`config.mk`:
```
export PLATFORM = sky130hd
export DESIGN_NAME = acc_cpu_param
export DESIGN_NICKNAME = d
export VERILOG_FILES = /design/src/rtl/acc_cpu_param.sv
export SDC_FILE = /design/constraint.sdc
export NUM_CORES = 1
export LEC_CHECK = 0
export CAP_MARGIN = 10
export CORE_MARGIN = 1.5
export CORE_UTILIZATION = 25
export DETAILED_ROUTE_END_ITERATION = 7
export PLACE_DENSITY = 0.37
export SKIP_LAST_GASP = 1
export SLEW_MARGIN = 10
export SYNTH_ARGS = -nofsm -noshare
export SYNTH_HDL_FRONTEND = slang
export SYNTH_SLANG_ARGS = --single-unit
```
`constraint.sdc`:
```
create_clock -name clk -period 6.63 [get_ports clk]
set_input_delay 0.663 -clock clk [delete_from_list [all_inputs] [get_ports clk]]
set_output_delay 0.663 -clock clk [all_outputs]
set_load 0.1 [all_outputs]
```
`src/rtl/acc_cpu_param.sv`:
```
// rtl/acc_cpu_param.sv - parametrised single-cycle accumulator processor core
// Executes one instruction per clock from a combinational program memory.
module acc_cpu_param #(
  parameter int DW     = 8,
  parameter int AW     = 4,
  parameter int NREG   = 16,
  parameter int SDEPTH = 4
) (
  input  logic          clk,
  input  logic          rstn,
  input  logic          run,
  input  logic          resume,
  output logic [AW-1:0] imem_addr,
  input  logic [AW+3:0] imem_data,
  output logic [DW-1:0] acc,
  output logic [DW-1:0] ext,
  output logic          flag_c,
  output logic          flag_z,
  output logic          halted,
  output logic          fault
);

  localparam int RAW = (NREG > 1) ? $clog2(NREG) : 1;
  localparam int SPW = $clog2(SDEPTH + 1);
  localparam int SIW = (SDEPTH > 1) ? $clog2(SDEPTH) : 1;
  localparam logic [SPW-1:0] SP_FULL = SPW'(SDEPTH);

  typedef enum logic [1:0] {
    S_RUN   = 2'd0,
    S_HALT  = 2'd1,
    S_FAULT = 2'd2
  } state_t;

  state_t          state, state_nxt;
  logic [AW-1:0]   pc, pc_nxt, pc_inc;
  logic [DW-1:0]   acc_r, acc_nxt, ext_r, ext_nxt;
  logic            c_r, c_nxt, z_r, z_nxt;
  logic [DW-1:0]   regs [NREG];
  logic [AW-1:0]   stack [SDEPTH];
  logic [SPW-1:0]  sp, sp_nxt;
  logic [SIW-1:0]  sidx_push, sidx_top;
  logic            reg_we, push, acc_wr;
  logic [3:0]      opcode;
  logic [AW-1:0]   operand;
  logic [RAW-1:0]  ridx;
  logic [DW-1:0]   rval;
  logic [2*DW-1:0] prod;
  logic [DW:0]     sum;

  assign opcode    = imem_data[AW+3:AW];
  assign operand   = imem_data[AW-1:0];
  assign ridx      = operand[RAW-1:0];
  assign rval      = regs[ridx];
  assign pc_inc    = pc + 1'b1;
  assign sum       = {1'b0, acc_r} + {1'b0, rval};
  assign prod      = {{DW{1'b0}}, acc_r} * {{DW{1'b0}}, rval};
  assign sidx_push = SIW'(sp);
  assign sidx_top  = SIW'(sp - 1'b1);

  assign imem_addr = pc;
  assign acc       = acc_r;
  assign ext       = ext_r;
  assign flag_c    = c_r;
  assign flag_z    = z_r;
  assign halted    = (state == S_HALT);
  assign fault     = (state == S_FAULT);

  always_comb begin
    state_nxt = state;
    pc_nxt    = pc;
    acc_nxt   = acc_r;
    ext_nxt   = ext_r;
    c_nxt     = c_r;
    z_nxt     = z_r;
    sp_nxt    = sp;
    reg_we    = 1'b0;
    push      = 1'b0;
    acc_wr    = 1'b0;
    if (run) begin
      case (state)
        S_RUN: begin
          pc_nxt = pc_inc;
          acc_wr = 1'b1;
          case (opcode)
            4'h0: acc_wr = 1'b0;
            4'h1: begin acc_nxt = sum[DW-1:0]; c_nxt = sum[DW]; end
            4'h2: begin acc_nxt = acc_r - rval; c_nxt = (acc_r < rval); end
            4'h3: begin {ext_nxt, acc_nxt} = prod; c_nxt = 1'b0; end
            4'h4: acc_nxt = acc_r & rval;
            4'h5: acc_nxt = acc_r | rval;
            4'h6: acc_nxt = acc_r ^ rval;
            4'h7: acc_nxt = DW'(operand);
            4'h8: begin acc_wr = 1'b0; if (c_r) pc_nxt = operand; end
            4'h9: acc_nxt = rval;
            4'hA: begin acc_wr = 1'b0; reg_we = 1'b1; end
            4'hB: begin
              acc_wr = 1'b0;
              if (sp == SP_FULL) begin
                state_nxt = S_FAULT;
                pc_nxt    = pc;
              end else begin
                push   = 1'b1;
                sp_nxt = sp + 1'b1;
                pc_nxt = operand;
              end
            end
            4'hC: begin
              acc_wr = 1'b0;
              if (~|sp) begin
                state_nxt = S_FAULT;
                pc_nxt    = pc;
              end else begin
                sp_nxt = sp - 1'b1;
                pc_nxt = stack[sidx_top];
              end
            end
            4'hD: begin acc_wr = 1'b0; if (z_r) pc_nxt = operand; end
            4'hE: acc_nxt = ext_r;
            default: begin
              acc_wr    = 1'b0;
              state_nxt = S_HALT;
              pc_nxt    = pc;
            end
          endcase
          if (acc_wr) z_nxt = ~|acc_nxt;
        end
        S_HALT: begin
          // Resume skips past the HLT that stopped us.
          if (resume) begin
            state_nxt = S_RUN;
            pc_nxt    = pc_inc;
          end
        end
        default: ;
      endcase
    end
  end

  always_ff @(posedge clk or negedge rstn) begin
    if (!rstn) begin
      state <= S_RUN;
      pc    <= '0;
      acc_r <= '0;
      ext_r <= '0;
      c_r   <= 1'b0;
      z_r   <= 1'b0;
      sp    <= '0;
      for (int i = 0; i < NREG; i++) regs[i] <= '0;
      for (int i = 0; i < SDEPTH; i++) stack[i] <= '0;
    end else begin
      state <= state_nxt;
      pc    <= pc_nxt;
      acc_r <= acc_nxt;
      ext_r <= ext_nxt;
      c_r   <= c_nxt;
      z_r   <= z_nxt;
      sp    <= sp_nxt;
      if (reg_we) regs[ridx] <= acc_r;
      if (push) stack[sidx_push] <= pc_inc;
    end
  end

endmodule

```
# Yosys cells after proc, flatten, opt, wreduce, memory -nomap -nowiden
# Cells that the tools add are included.
# totals
reg_bits	171
elab_cells	132
# op_classes
add_sub_neg	5
mul	1
order_cmp	6
n_eq_ne	26
n_mux	41
bitwise_logic	6
reduce_logical	20
# op_table
op	n
bitwise mux 128 bit	1
one-hot mux 8 bit (9 select lines)	1
2-to-1 mux 8 bit	5
binary-select mux 8 bit (select 4 bit)	1
demux 8 bit (select 4 bit)	1
2-to-1 mux 4 bit	8
equality test 4 bit, second input constant	7
one-hot mux 4 bit (5 select lines)	1
bitwise mux 16 bit	1
equality test 4 x 3 -> 1 bit, second input constant	4
multiplier 8 x 8 -> 16 bit	1
OR reduction 13 bit	1
!= test 3 bit, second input constant	4
AND reduction 6 bit	2
OR reduction 11 bit	1
2-to-1 mux 1 bit	10
adder 8 x 8 -> 9 bit	1
AND reduction 3 bit	3
OR reduction 9 bit	1
bitwise AND 8 bit	1
binary-select mux 4 bit (select 2 bit)	1
demux 4 bit (select 2 bit)	1
equality test 4 x 2 -> 1 bit, second input constant	2
less-than comparator 8 bit	1
35 further kinds	45

# Depth between registers and ports, before layout
# logic_depth
ltp_word	10
ltp_mapped	24
mapped_depth_nobuf	21

# Least setup slack after synthesis
# No wires, ideal clock.
# synth_timing
path_kind	input port to flip-flop
from	input port imem_data[3]
to	register ext_r[7] (netlist: ext[7])
setup_ns	0.125
arrival_ns	5.866
required_time_ns	6.505
path_slack_ns	0.639
path_stages	23
cell_sequence	buf_2 buf_2 buf_1 mux4_2 mux2i_1 a21oi_1 inv_1 nor2_1 fa_1 fa_1 inv_1 fa_1 fa_1 inv_1 ha_1 o21a_1 o31a_1 o211ai_1 nand2_1 a41o_1 o41ai_1 xnor2_1 o21ai_1
# synth_via
elab_chain_len	5
# synth_lines
element	line_no	source
from (decl)	14	input logic [AW+3:0] imem_data,
inverter 4 -> 5 bit (not written as such)	53	assign rval = regs[ridx];
binary-select mux 8 bit (select 4 bit)	53	
2-to-1 mux 8 bit (not written as such) (2 in series)	53	
multiplier 8 x 8 -> 16 bit	56	assign prod = {{DW{1'b0}}, acc_r} * {{DW{1'b0}}, rval};
to (signal assigned)	154	ext_r <= ext_nxt;
to (decl)	36	logic [DW-1:0] acc_r, acc_nxt, ext_r, ext_nxt;
# Every way passes these cells. The select of a mux whose other input is x is not followed.
# A chain may end at the register's enable or synchronous reset.

# Worst setup path in the final report
# layout_timing
from	input port imem_data[2]
to	register ext_r[7] (netlist: ext[7])
# The elaborated chain is that of the path after synthesis.

==> results_dict.tcl <==
set metrics [dict create \
    vias 8304 \
    clockPowerShare 0.260 \
    n_fill_cell 4616 \
    ys_ff_latch 171 \
    yosysWarningCount 0 \
    ys_async_sr_fraction 1.00 \
    area.growth.synth_to_final_pct 15.4 \
    grt_max_degree 72 \
    drv_cap 0 \
    min_path_type "primary input to asynchronous set/reset pin" \
    rsz0062_at_grt "no" \
    drt_iter0_markers 497 \
    cts_hold_buf 0 \
    yosys-top-cells-area "dfrtp_1 38%, mux2_2 8.4%, ha_1 7.4%" \
    finalClockSkew_ps 24.6 \
    internal_power_w 0.00222 \
    cp_num_buf_inv 4 \
    r2r_cells 20 \
    die_w_um 216 \
    cp.arrival_ps 6410 \
    io_pins 36 \
    seq_area_frac_synth 0.379 \
    ctsLongestPathBuffers 2 \
    drtPass1Iterations 5 \
    ys_dominant_reg_cell "dfrtp_1" \
    power.density_nw_per_um2 304 \
    power_leakage_nw 6.00 \
    fmax_ghz 0.164 \
    synth.top_cell.area_share 0.379 \
    vdd_drop_max_mv 0.201 \
    cts_buffers 17 \
    cts_max_level 4 \
    die_area_um2 46500 \
    cp_cell_sequence "clkdlybuf4s50_1 > mux4_2 > mux2_2 > nor2_1 > a21oi_1 > inv_1 > nor2_1 > fa_1 > fa_1 > inv_1 > fa_1 > fa_1 > inv_1 > ha_1 > o21a_1 > o31a_1 > o211ai_1 > nand2_1 > a41o_1 > o41ai_1 > xnor2_1 > o21ai_1" \
    setup_tns_ps 0 \
    reg2reg_slack_ps 980 \
    maxSlewViolCount 0 \
    power.switching_w 0.00174 \
    final_nets 1263 \
    synth_edf_count 0 \
    ant_nets 0 \
    postCtsSetupBuffers 0 \
    n_antenna_cell 0 \
    gp_congestion 0.851 \
    io_buffer_count 35 \
    reg2reg_from "regs[20]" \
    critPathKind "primary input to register" \
    overflow 0 \
    worstMarginPinSlew_ps 1140 \
    layout.cells.non_filler 1751 \
    cts_tree "done" \
    drive_above_1_share 0.173 \
    final_hold_viol_count 0 \
    preCtsSetupSlack_ps 18.0 \
    drc_errors 0 \
    worstSkewPairLatency_ps 460 \
    grt_pass1_vias 8583 \
    synth.cell_area_um2 11300 \
    postLayoutCellArea_um2 13000 \
    syn-mean-instance-area_um2 10.2 \
    rows 77 \
    max_slew_margin 0.235 \
    fin_crit_sh 0.918 \
    core_area_um2 44400 \
    end_kind "register" \
    wl_per_cell_um 20.3 \
    synth_cell_types 66 \
    initial_utilization 0.254 \
    clkTransAtPathRegs_ps 90 \
    p_comb_frac 0.409 \
    r2r_end "ext[7]" \
    critPathLaunchType "primary input" \
    p_sw_frac 0.439 \
    setup_violations 0 \
    cpMostUsedCell "fa_1" \
    dp_hpwl_mm 25.9 \
    p_seq_frac 0.331 \
    crit_required_ps 6950 \
    postPlaceCellArea_um2 12500 \
    viasPerCell 4.74 \
    cp_top_family "adder cells" \
    cts-root-buf "clkbuf_16" \
    dp.cells 1719 \
    crit_fanout 5 \
    antenna_found_initial 0 \
    synth_fp_nets 1225 \
    drt-total-wl_mm 35.5 \
    layout_setup_ws_ps 545 \
    cts_resized 0 \
    netlist_instances 1108 \
    grt_pass1_wl_mm 55.5 \
    grt_usage 0.159 \
    die_h_um 216 \
    synth_top_cell_by_area "dfrtp_1" \
    status "finished, final reports clean" \
    crit_path_max_incr_delay_ps 620 \
    slowest_stage "clkdlybuf4s50_1" \
    clkSinkCount 171 \
    period_needed_ps 6090 \
]
stage by stage:
stage	utilization	hold slack, ps	power, W
after floorplan	-	367	0.00239
after global placement	0.280	460	0.00298
after detailed placement	0.280	468	0.00297
after CTS	0.293	116	0.00402
after global routing	0.293	126	0.00422
final	0.293	114	0.00396
metal layers:
| metal | part of all wire | vias to the layer above | GRT usage |
|---|---|---|---|
| met2 | 0.47 | 129 | 0.252 |
| met1 | 0.49 | 4213 | 0.222 |
| li1 | - | 3925 | - |
| met5 | 0 | - | 0 |
| met3 | 0.027 | 37 | 0.0252 |
| met4 | 0.022 | 0 | 0.0520 |
cell type report:
cell class | instances | area (µm²) | share of cell area
clock buffers | 20 | 447 | 0.0343
clock inverters | 12 | 133 | 0.0102
inverters | 96 | 360 | 0.0276
multi-input cells | 783 | 6400 | 0.491
flip-flops and latches | 171 | 4280 | 0.328
well taps | 592 | 741 | 0.0568
repair buffers | 77 | 677 | 0.0519
worst reg2reg max path: stages (launching register included):
cell	delay (ps)
dfrtp_1	400
mux4_2	490
mux2i_1	310
a21oi_1	200
inv_1	190
nor2_1	90
fa_1	470
fa_1	550
inv_1	50
fa_1	470
fa_1	540
inv_1	40
ha_1	330
o21a_1	200
o31a_1	120
o211ai_1	170
nand2_1	100
a41o_1	270
o41ai_1	310
xnor2_1	170
o21ai_1	70
worst max path at each step:
stage                  from  endpoint  cells after the start
2_1_floorplan  imem_data[3]    ext[7]                     23
3_3_place_gp   imem_data[2]    ext[7]                     22
3_5_place_dp   imem_data[2]    ext[7]                     22
4_1_cts        imem_data[2]    ext[7]                     22
5_1_grt        imem_data[2]    ext[7]                     22
6_report       imem_data[2]    ext[7]                     22
power groups by stage:
stage / Combinational (W) / Clock (W) / Sequential [W]
after floorplan: 0.000813 / 0 / 0.00158
after global placement: 0.00164 / 0 / 0.00133
after detailed placement: 0.00163 / 0 / 0.00133
after CTS: 0.00164 / 0.00107 / 0.00131
after global routing: 0.00177 / 0.00112 / 0.00133
final: 0.00162 / 0.00103 / 0.00131
state kept, by name, summed over array words and instances, names as in the netlist:
signal,cells
state,2
flag_z,1
ext,8
stack,16
imem_addr,4
flag_c,1
regs,128
acc,8
sp,3
Yosys cell counts, types with 6 or more instances:
library cell	number
dfrtp_1	171
nand2_1	139
inv_1	93
o21ai_0	93
mux2_2	84
nor2_1	80
ha_1	67
clkbuf_1	41
fa_1	38
mux4_2	33
a21oi_1	31
nor3_1	16
nand2b_1	15
mux2i_1	14
nand3_1	14
xnor2_1	13
nor2b_1	12
o21ai_1	12
buf_2	9
a31oi_1	8
a22oi_1	7
and3_1	7
xor2_1	7
o211ai_1	6
logic make-up (layout without fill, tap and decap cells):
| logic type | after synthesis | after routing | share of synthesized area |
|---|---|---|---|
| mux | 135 | 135 | 0.171 |
| simple gates | 304 | 304 | 0.118 |
| compound gates | 219 | 219 | 0.120 |
| fa+ha+maj | 105 | 105 | 0.142 |
| xor+xnor | 20 | 20 | 0.0155 |
| flops | 171 | 171 | 0.379 |
| buf+inv | 154 | 205 | 0.0548 |
placed cells by master, fill, tap and decap left out, types with 31 or more instances in the layout:
cell type / instances
a21oi_1: 31
buf_4: 40
clkdlybuf4s50_1: 31
dfrtp_1: 171
fa_1: 38
ha_1: 67
inv_1: 93
mux2_2: 84
mux4_2: 33
nand2_1: 139
nor2_1: 80
o21ai_0: 93
No activity file was read; power rests on OpenSTA's default activity.
